===== src/rtl/game_status_ctrl_if.sv =====
// Game status bundle: mode/score/event inputs and display holder outputs.
interface game_status_ctrl_if;
    logic       ingameOn;
    logic       gameOver;
    logic       userquit;
    logic       match_pulse;
    logic [3:0] hex0hldr;
    logic [3:0] hex2hldr;
    logic [3:0] hex3hldr;
    logic [3:0] hex4hldr;
    logic [3:0] hex5hldr;
    logic [9:0] ledrhldr;
    logic [1:0] mode;

    modport master (
        output ingameOn, gameOver, userquit, match_pulse,
        input  hex0hldr, hex2hldr, hex3hldr, hex4hldr, hex5hldr,
        input  ledrhldr, mode
    );

    modport slave (
        input  ingameOn, gameOver, userquit, match_pulse,
        output hex0hldr, hex2hldr, hex3hldr, hex4hldr, hex5hldr,
        output ledrhldr, mode
    );
endinterface


===== src/rtl/game_status_ctrl.sv =====
// Game mode FSM with BCD score/seconds counters driving display holders.
// Optional BLANK_LEAD_EN macro blanks zero tens digits.
module game_status_ctrl #(
    parameter int TICK_DIV  = 50_000_000,
    parameter int BLINK_DIV = 12_500_000
) (
    input  logic              clk,
    input  logic              resetn,
    game_status_ctrl_if.slave bus
);

    typedef enum logic [1:0] {
        IDLE = 2'd0,
        PLAY = 2'd1,
        OVER = 2'd2,
        QUIT = 2'd3
    } state_e;

    localparam int TW = (TICK_DIV > 2) ? $clog2(TICK_DIV) : 1;
    localparam int BW = (BLINK_DIV > 2) ? $clog2(BLINK_DIV) : 1;
    localparam logic [TW-1:0] TLAST = TW'(TICK_DIV - 1);
    localparam logic [BW-1:0] BLAST = BW'(BLINK_DIV - 1);

    state_e        state_q, state_d;
    logic [3:0]    sc_one_q, sc_one_d;
    logic [3:0]    sc_ten_q, sc_ten_d;
    logic [3:0]    s_one_q, s_one_d;
    logic [3:0]    s_ten_q, s_ten_d;
    logic [TW-1:0] presc_q, presc_d;
    logic [BW-1:0] blk_cnt_q, blk_cnt_d;
    logic          blk_ph_q, blk_ph_d;

    // Saturating two-digit BCD increment, returns {tens, ones}
    function automatic logic [7:0] bcd_inc(input logic [3:0] t,
                                           input logic [3:0] o);
        logic [7:0] r;
        r = {t, o};
        if (!(t == 4'd9 && o == 4'd9)) begin
            if (o == 4'd9) r = {t + 4'd1, 4'd0};
            else           r = {t, o + 4'd1};
        end
        return r;
    endfunction

    always_ff @(posedge clk or negedge resetn) begin
        if (!resetn) begin
            state_q   <= IDLE;
            sc_one_q  <= '0;
            sc_ten_q  <= '0;
            s_one_q   <= '0;
            s_ten_q   <= '0;
            presc_q   <= '0;
            blk_cnt_q <= '0;
            blk_ph_q  <= 1'b0;
        end else begin
            state_q   <= state_d;
            sc_one_q  <= sc_one_d;
            sc_ten_q  <= sc_ten_d;
            s_one_q   <= s_one_d;
            s_ten_q   <= s_ten_d;
            presc_q   <= presc_d;
            blk_cnt_q <= blk_cnt_d;
            blk_ph_q  <= blk_ph_d;
        end
    end

    always_comb begin
        state_d = state_q;
        if (bus.userquit) begin
            state_d = QUIT;
        end else begin
            unique case (state_q)
                IDLE: if (bus.ingameOn && !bus.gameOver) state_d = PLAY;
                PLAY: begin
                    if (bus.gameOver)      state_d = OVER;
                    else if (!bus.ingameOn) state_d = IDLE;
                end
                OVER: if (!bus.ingameOn) state_d = IDLE;
                QUIT: if (!bus.ingameOn) state_d = IDLE;
                default: state_d = IDLE;
            endcase
        end
    end

    // The final PLAY cycle still counts, so gate on state_q alone
    always_comb begin
        sc_one_d  = sc_one_q;
        sc_ten_d  = sc_ten_q;
        s_one_d   = s_one_q;
        s_ten_d   = s_ten_q;
        presc_d   = presc_q;
        blk_cnt_d = blk_cnt_q;
        blk_ph_d  = blk_ph_q;
        if (state_q == IDLE && state_d == PLAY) begin
            sc_one_d = '0;
            sc_ten_d = '0;
            s_one_d  = '0;
            s_ten_d  = '0;
            presc_d  = '0;
        end else if (state_q == PLAY) begin
            if (bus.match_pulse) {sc_ten_d, sc_one_d} = bcd_inc(sc_ten_q, sc_one_q);
            if (presc_q == TLAST) begin
                presc_d = '0;
                {s_ten_d, s_one_d} = bcd_inc(s_ten_q, s_one_q);
            end else begin
                presc_d = presc_q + TW'(1);
            end
        end
        if (state_q != OVER && state_d == OVER) begin
            blk_cnt_d = '0;
            blk_ph_d  = 1'b0;
        end else if (state_q == OVER) begin
            if (blk_cnt_q == BLAST) begin
                blk_cnt_d = '0;
                blk_ph_d  = ~blk_ph_q;
            end else begin
                blk_cnt_d = blk_cnt_q + BW'(1);
            end
        end
    end

    logic [3:0] sc_ten_disp, s_ten_disp;

`ifdef BLANK_LEAD_EN
    assign sc_ten_disp = (sc_ten_q == 4'd0) ? 4'hF : sc_ten_q;
    assign s_ten_disp  = (s_ten_q == 4'd0) ? 4'hF : s_ten_q;
`else
    assign sc_ten_disp = sc_ten_q;
    assign s_ten_disp  = s_ten_q;
`endif

    always_comb begin
        bus.hex0hldr = 4'h0;
        bus.hex2hldr = sc_one_q;
        bus.hex3hldr = sc_ten_disp;
        bus.hex4hldr = s_one_q;
        bus.hex5hldr = s_ten_disp;
        bus.ledrhldr = 10'h000;
        bus.mode     = state_q;
        unique case (state_q)
            IDLE: bus.hex0hldr = 4'h0;
            PLAY: begin
                bus.hex0hldr = 4'h1;
                bus.ledrhldr = 10'h001 << s_one_q;
            end
            OVER: begin
                bus.hex0hldr = 4'hE;
                bus.ledrhldr = blk_ph_q ? 10'h000 : 10'h3FF;
            end
            QUIT: begin
                bus.hex0hldr = 4'hF;
                bus.hex2hldr = 4'hF;
                bus.hex3hldr = 4'hF;
                bus.hex4hldr = 4'hF;
                bus.hex5hldr = 4'hF;
            end
            default: bus.hex0hldr = 4'h0;
        endcase
    end

endmodule


===== src/flat_wrapper.sv =====
// flat-port wrapper written by rule: the top's interface ports become plain ports
module game_status_ctrl_flat 
#(
    parameter int TICK_DIV  = 50_000_000,
    parameter int BLINK_DIV = 12_500_000
)
  (clk, resetn, bus_ingameOn, bus_gameOver, bus_userquit, bus_match_pulse, bus_hex0hldr, bus_hex2hldr, bus_hex3hldr, bus_hex4hldr, bus_hex5hldr, bus_ledrhldr, bus_mode);
  game_status_ctrl_if bus_i ();
  input  logic clk;
  input  logic resetn;
  input wire logic [$bits(bus_i.ingameOn)-1:0] bus_ingameOn;
  input wire logic [$bits(bus_i.gameOver)-1:0] bus_gameOver;
  input wire logic [$bits(bus_i.userquit)-1:0] bus_userquit;
  input wire logic [$bits(bus_i.match_pulse)-1:0] bus_match_pulse;
  output wire logic [$bits(bus_i.hex0hldr)-1:0] bus_hex0hldr;
  output wire logic [$bits(bus_i.hex2hldr)-1:0] bus_hex2hldr;
  output wire logic [$bits(bus_i.hex3hldr)-1:0] bus_hex3hldr;
  output wire logic [$bits(bus_i.hex4hldr)-1:0] bus_hex4hldr;
  output wire logic [$bits(bus_i.hex5hldr)-1:0] bus_hex5hldr;
  output wire logic [$bits(bus_i.ledrhldr)-1:0] bus_ledrhldr;
  output wire logic [$bits(bus_i.mode)-1:0] bus_mode;
  assign bus_i.ingameOn = bus_ingameOn;
  assign bus_i.gameOver = bus_gameOver;
  assign bus_i.userquit = bus_userquit;
  assign bus_i.match_pulse = bus_match_pulse;
  assign bus_hex0hldr = bus_i.hex0hldr;
  assign bus_hex2hldr = bus_i.hex2hldr;
  assign bus_hex3hldr = bus_i.hex3hldr;
  assign bus_hex4hldr = bus_i.hex4hldr;
  assign bus_hex5hldr = bus_i.hex5hldr;
  assign bus_ledrhldr = bus_i.ledrhldr;
  assign bus_mode = bus_i.mode;
  game_status_ctrl #(.TICK_DIV(TICK_DIV), .BLINK_DIV(BLINK_DIV)) u_core (.clk(clk), .resetn(resetn), .bus(bus_i));
endmodule

===== config.mk =====
export PLATFORM = sky130hd
export DESIGN_NAME = game_status_ctrl_flat
export DESIGN_NICKNAME = d
export VERILOG_FILES = /design/src/rtl/game_status_ctrl_if.sv /design/src/rtl/game_status_ctrl.sv /design/src/flat_wrapper.sv
export SDC_FILE = /design/constraint.sdc
export NUM_CORES = 1
export LEC_CHECK = 0
export ABC_AREA = 1
export BUFFER_PORTS_ARGS = -buffer_cell sky130_fd_sc_hd__buf_4
export CAP_MARGIN = 5
export CORE_ASPECT_RATIO = 0.5
export CORE_MARGIN = 2
export CORE_UTILIZATION = 60
export DETAILED_ROUTE_END_ITERATION = 16
export HOLD_SLACK_MARGIN = 0.08
export PLACE_DENSITY = 0.89
export SLEW_MARGIN = 10
export SYNTH_ARGS = -nofsm -noshare
export SYNTH_HDL_FRONTEND = slang
export SYNTH_SLANG_ARGS = --single-unit

===== constraint.sdc =====
create_clock -name clk -period 4.8 [get_ports clk]
set_clock_uncertainty 0.1 [all_clocks]
set_input_delay 0.96 -clock clk [delete_from_list [all_inputs] [get_ports clk]]
set_output_delay 0.96 -clock clk [all_outputs]
set_load 0.02 [all_outputs]

# Word level (Yosys, flattened, before mapping)
# Cells that the tools add are included.
# classes
n_addsub	6
n_mul	0
div	0
magnitude_cmp	0
n_eq_ne	14
n_shift	1
n_mux	37
bitwise_logic	1
reduce_logical	20
# ops
operator	count
26-bit 2-to-1 mux	3
24-bit 2-to-1 mux	3
4-bit 2-to-1 mux	16
8-bit 2-to-1 mux	4
26-bit by 1-bit adder with 26-bit output, second input constant	1
26-bit equality test, second input constant	1
24-bit by 1-bit adder with 24-bit output, second input constant	1
24-bit equality test, second input constant	1
10-bit case mux with 2 select lines	1
4-bit by 1-bit adder with 4-bit output, second input constant	4
4-bit equality test, second input constant	4
4-bit case mux with 4 select lines	1
2-bit nonzero test	7
10-bit 2-to-1 mux	1
1-bit by 4-bit << shifter with 10-bit output, first input constant	1
2-bit 2-to-1 mux	4
4-bit AND reduction	2
2-bit equality test, second input constant	3
2-bit case mux with 3 select lines	1
3-bit AND reduction	2
1-bit logical AND	5
2-bit by 1-bit equality test with 1-bit output, second input constant	2
2-bit by 1-bit inequality test with 1-bit output, second input constant	2
1-bit 2-to-1 mux	3
6 further kinds	6
# word_totals
regBits	69
latch_bits	0
mem_bits_rw	0
mem_bits_ro	0
output_inout_bits	32
mem_count	0

# Longest topological paths before layout
# logic_depth
word_depth	9
depth_mapped	13

# Least setup slack after synthesis
# No wires, ideal clock.
# synth_path
kind	reg-to-output
from	reg u_core.state_q[0], in the netlist u_core.bus.mode[0]
to	out bus_ledrhldr[0]
t_arrival_ns	1.796
required_time_ns	3.740
slack_ns	1.944
path_stages_with_launch	8
n_path_buf	1
path_cell_list	dfrtp_1 > inv_1 > ha_1 > inv_1 > nor2_1 > inv_1 > clkbuf_1 > a21oi_1
# synth_between
elab_chain_len	2
elab_cells_between_ends	3
cone_classes	eq/ne: 2; mux: 1
# synth_rtl
item	line	source
from (decl)	game_status_ctrl.sv:24	state_e state_q, state_d;
from (signal assigned)	game_status_ctrl.sv:56	state_q <= state_d;
2-bit equality test / 2-bit by 1-bit equality test with 1-bit output (equally long branches)	game_status_ctrl.sv:140	unique case (state_q)
10-bit case mux with 2 select lines (*)	game_status_ctrl.sv:140	
to (decl)	flat_wrapper.sv:20	output wire logic [$bits(bus_i.ledrhldr)-1:0] bus_ledrhldr;
# Every way passes the cells marked *; elsewhere a longest branch is shown, timed or not.

# Worst setup path after layout
# layout_path
from	reg u_core.state_q[1], in the netlist u_core.bus.mode[1]
to	out bus_ledrhldr[5]
# The elaborated chain is that of the path after synthesis.

==> run_summary.xml <==
<?xml version="1.0" encoding="UTF-8"?>
<metrics>
  <group name="die">
    <metric name="core_box_area" unit="um^2">8648</metric>
    <metric name="die-area" unit="um^2">9632</metric>
    <metric name="top_level_ports" unit="">38</metric>
    <metric name="num_rows" unit="">24</metric>
    <metric name="die-height" unit="um">70.41</metric>
    <metric name="initial_core_util" unit="%">61.18</metric>
    <metric name="die_x" unit="um">136.8</metric>
  </group>
  <group name="clock_tree">
    <metric name="clockRootBuffer" unit="">sky130_fd_sc_hd__clkbuf_16</metric>
    <metric name="post_cts.resized_instances" unit="">0</metric>
    <metric name="htree_levels" unit="">3</metric>
    <metric name="clk-insertion-delay-late" unit="ns">0.33</metric>
    <metric name="post_cts_repair_setup_buffers" unit="">0</metric>
    <metric name="cts_hold_repair.buffers" unit="">0</metric>
    <metric name="numClockSinks" unit="">69</metric>
    <metric name="clk_path_buf_depth" unit="">2</metric>
    <metric name="cts.clk_slew.worst_paths" unit="ns">0.05</metric>
    <metric name="cts-buffers-inserted" unit="">9</metric>
    <metric name="tritoncts" unit="">built</metric>
  </group>
  <group name="detailed_routing">
    <metric name="residual_drc" unit="">0</metric>
    <metric name="via_count_normalized_by_instance_count" unit="">5.412</metric>
    <metric name="drt.antenna.violating_nets" unit="">0</metric>
    <metric name="drt-wirelength-per-cell" unit="um">13.60</metric>
    <metric name="initialDrtViolationCount" unit="">312</metric>
    <metric name="via_count" unit="">4882</metric>
    <metric name="dr.pass1.iters" unit="">5</metric>
    <metric name="wirelength" unit="um">12270</metric>
  </group>
  <group name="pwr">
    <metric name="switching_share" unit="%">35.15</metric>
    <metric name="combinationalPowerShare" unit="%">29.6</metric>
    <metric name="p_int" unit="mW">1.315</metric>
    <metric name="cellLeakagePower" unit="nW">2.815</metric>
    <metric name="power_frac_seq" unit="%">36.1</metric>
    <metric name="switching_power" unit="uW">712.8</metric>
    <metric name="clock_power_share" unit="%">34.3</metric>
    <metric name="power.ir.vdd_worst" unit="mV">0.2245</metric>
    <metric name="power.density" unit="nW/um^2">343.8</metric>
  </group>
  <group name="worst_hold_path">
    <metric name="min_delay_path_class" unit="">flip-flop to flip-flop</metric>
    <metric name="worst_hold_path.endpoint" unit="">u_core.blk_ph_q$_DFFE_PN0P_</metric>
    <metric name="min_delay_path_depth" unit="">2</metric>
    <metric name="worstHoldStart" unit="">u_core.blk_ph_q$_DFFE_PN0P_</metric>
  </group>
  <group name="setup_path">
    <metric name="critPathBufInv" unit="">4</metric>
    <metric name="crit_fanout" unit="">29</metric>
    <metric name="crit_start" unit="">u_core.bus.mode[1]$_DFF_PN0_</metric>
    <metric name="crit-reg2reg-capture" unit="">u_core.presc_q[9]$_DFFE_PN0P_</metric>
    <metric name="r2r_start" unit="">u_core.bus.mode[1]$_DFF_PN0_</metric>
    <metric name="ff2ff_path_depth" unit="">10</metric>
    <metric name="delay_of_the_slowest_cell_on_the_worst_path" unit="ns">0.46</metric>
    <metric name="worst-r2r-setup-slack" unit="ns">1.88</metric>
    <metric name="worst_setup_path_end_kind" unit="">primary output</metric>
    <metric name="worst_path_dominant_cell_family" unit="">buffers and inverters</metric>
    <metric name="worstSetupStartpointType" unit="">flip-flop</metric>
    <metric name="path_cells" unit="">inv_1 -&gt; ha_1 -&gt; buf_4 -&gt; inv_2 -&gt; nor2_1 -&gt; nand3_1 -&gt; a21oi_1 -&gt; buf_4</metric>
    <metric name="criticalPathCategory" unit="">flip-flop to primary output</metric>
    <metric name="worstPathArrival" unit="ns">2.45</metric>
    <metric name="crit_path_frequent_cell" unit="">sky130_fd_sc_hd__buf_4</metric>
    <metric name="crit_slowest_cell" unit="">sky130_fd_sc_hd__dfrtp_1</metric>
    <metric name="worst-endpoint-required" unit="ns">3.74</metric>
  </group>
  <group name="grt">
    <metric name="global_route.overflow_total" unit="">0</metric>
    <metric name="grt_first_pass_wirelength" unit="um">21600</metric>
    <metric name="initial_antenna_violation_count" unit="">0</metric>
    <metric name="first_global_vias" unit="">4827</metric>
    <metric name="grt_max_degree" unit="">70</metric>
    <metric name="grtUsageTotal" unit="%">27.98</metric>
  </group>
  <group name="final_layout">
    <metric name="insertedDiodeCount" unit="">0</metric>
    <metric name="area_growth_syn_to_layout" unit="%">11.49</metric>
    <metric name="final_core_util" unit="%">68.21</metric>
    <metric name="num-fill-cells" unit="">692</metric>
    <metric name="combined_area_of_the_multi_input_logic_cells" unit="um^2">3098</metric>
    <metric name="finish.net_count" unit="">801</metric>
    <metric name="final_layout_size_suffix_gt1_share" unit="%">19.36</metric>
    <metric name="final-seq-area" unit="um^2">1727</metric>
    <metric name="layout.cells.most_common" unit="">sky130_fd_sc_hd__nand2_1</metric>
    <metric name="layout.cells.most_common_list" unit="">sky130_fd_sc_hd__nand2_1 (211), sky130_fd_sc_hd__nor2_1 (93), sky130_fd_sc_hd__nand3_1 (78), sky130_fd_sc_hd__inv_1 (69), sky130_fd_sc_hd__dfrtp_1 (69)</metric>
  </group>
  <group name="yosys">
    <metric name="synth_async_sr_flop_share" unit="%">100.0</metric>
    <metric name="synth-warning-count" unit="">0</metric>
    <metric name="synthFlopType" unit="">sky130_fd_sc_hd__dfrtp_1</metric>
    <metric name="synthesized_cell_area" unit="um^2">5291</metric>
    <metric name="synthesis.nets" unit="">769</metric>
    <metric name="synth_top_area_cell" unit="">sky130_fd_sc_hd__dfrtp_1</metric>
    <metric name="syn_avg_cell_area" unit="um^2">7.074</metric>
    <metric name="synth_top_area_cells" unit="">sky130_fd_sc_hd__dfrtp_1 (33%), sky130_fd_sc_hd__nand2_1 (15%), sky130_fd_sc_hd__nand3_1 (7.4%)</metric>
    <metric name="post_synth_num_cell_types" unit="">45</metric>
    <metric name="synth.yosys.seq_area_share" unit="%">32.63</metric>
    <metric name="synth-seq-cells" unit="">69</metric>
    <metric name="synth-edff-count" unit="">0</metric>
    <metric name="netlist.area_leader.share" unit="%">32.63</metric>
    <metric name="syn-instance-count" unit="">748</metric>
  </group>
  <group name="placement">
    <metric name="gp_congestion" unit="">0.9392</metric>
    <metric name="hpwl" unit="um">8803</metric>
    <metric name="post-place-ws" unit="ns">1.638</metric>
    <metric name="place.port_buffers" unit="">37</metric>
  </group>
  <group name="outcome">
    <metric name="run_status" unit="">finished clean</metric>
  </group>
  <group name="sta">
    <metric name="final_setup_violation_count" unit="">0</metric>
    <metric name="final_critical_path_setup_slack" unit="ns">1.292</metric>
    <metric name="drv_slew" unit="">0</metric>
    <metric name="rsz0062_at_grt" unit="">no</metric>
    <metric name="finalHoldViolCount" unit="">0</metric>
    <metric name="final_period_minus_worst_setup_slack" unit="ns">3.508</metric>
    <metric name="worst-slew-pin-transition" unit="ns">0.8732</metric>
    <metric name="clock.fmax" unit="GHz">0.2851</metric>
    <metric name="timing.final.crit_share" unit="%">73.08</metric>
    <metric name="finalSetupTns" unit="ns">0</metric>
    <metric name="maxSlewHeadroom" unit="%">41.79</metric>
  </group>
  <group name="job">
    <metric name="cap_viol_max_count" unit="">0</metric>
  </group>
</metrics>
-- tightest hold or removal path: cells and delay by family (launching register included) --
kind	cells	cell delay, ns
and+or+nand+nor	2	0.11
DFF	1	0.36
-- how the worst max path moves through the flow --
| stage | to | cells past startpoint |
|---|---|---|
| floorplan | bus_ledrhldr[0] | 7 |
| global placement | bus_ledrhldr[4] | 8 |
| detailed placement | bus_ledrhldr[4] | 8 |
| CTS | bus_ledrhldr[4] | 8 |
| global route | bus_ledrhldr[5] | 8 |
| finish | bus_ledrhldr[5] | 8 |
-- power by group through the flow --
stage	Clock (mW)	Combinational, mW	Sequential (mW)
final	0.695	0.600	0.733
after floorplan	0	0.440	0.723
after global placement	0	0.580	0.736
after CTS	0.705	0.604	0.730
after global routing	0.735	0.660	0.741
after detailed placement	0	0.602	0.739
-- registers in the layout (all words and copies together) (netlist names) --
name,cells
u_core.s_one_q,4
u_core.presc_q,26
u_core.s_ten_disp,4
u_core.sc_one_q,4
u_core.sc_ten_disp,4
u_core.bus.mode,2
u_core.blk_ph_q,1
u_core.blk_cnt_q,24
-- synth_stat cells (3+ instances only) --
library cell and n:
sky130_fd_sc_hd__nand2_1 211, sky130_fd_sc_hd__nor2_1 93, sky130_fd_sc_hd__nand3_1 78, sky130_fd_sc_hd__dfrtp_1 69, sky130_fd_sc_hd__inv_1 69, sky130_fd_sc_hd__nand2_2 29, sky130_fd_sc_hd__xor2_1 19, sky130_fd_sc_hd__nor3_1 17
sky130_fd_sc_hd__nand4_1 16, sky130_fd_sc_hd__ha_1 15, sky130_fd_sc_hd__nand3_2 14, sky130_fd_sc_hd__a21oi_1 12, sky130_fd_sc_hd__o21ai_0 12, sky130_fd_sc_hd__nor2_2 9, sky130_fd_sc_hd__inv_2 8, sky130_fd_sc_hd__nor2_4 8
sky130_fd_sc_hd__or2_2 8, sky130_fd_sc_hd__nand2_4 6, sky130_fd_sc_hd__buf_2 5, sky130_fd_sc_hd__buf_6 5, sky130_fd_sc_hd__o22ai_1 5, sky130_fd_sc_hd__xnor2_1 5, sky130_fd_sc_hd__o21ai_1 3
-- area by class of cell --
type | instances | area share [%]
clock inverters | 5 | 1.273
multi-input cells | 578 | 52.51
flip-flops and latches | 69 | 29.27
well taps | 117 | 2.481
inverters | 84 | 5.684
clock buffers | 11 | 3.945
repair buffers | 38 | 4.836
-- cells by family after synthesis --
kind of cell,count (synthesis),synth area share [%]
compound gates,40,4.753
xor+xnor,24,3.973
flops,69,32.63
buf+inv,101,8.820
simple gates,499,46.28
fa+ha+maj,15,3.547
-- metal layers --
| layer | vias up | GRT usage [%] | wire, um | part of all wire [%] |
|---|---|---|---|---|
| li1 | 2439 | - | - | - |
| met1 | 2306 | 34.61 | 5471 | 45 |
| met2 | 114 | 47.89 | 6097 | 50 |
| met3 | 23 | 6.754 | 501 | 4.1 |
| met4 | 0 | 9.737 | 199 | 1.6 |
| met5 | - | 0 | 0 | 0 |
-- metrics by stage --
| stage | instance area, um^2 | power, mW | hold slack [ns] | cells |
|---|---|---|---|---|
| floorplan | 5291 | 1.164 | 0.3420 | 748 |
| CTS | 5899 | 2.039 | 0.3939 | 902 |
| detailed placement | 5592 | 1.341 | 0.3837 | 886 |
| global route | 5899 | 2.136 | 0.4350 | 902 |
| global placement | 5592 | 1.316 | 0.3569 | 886 |
| finish | 5899 | 2.028 | 0.3978 | 902 |
Note: power is estimated with default switching activity, not from simulation.
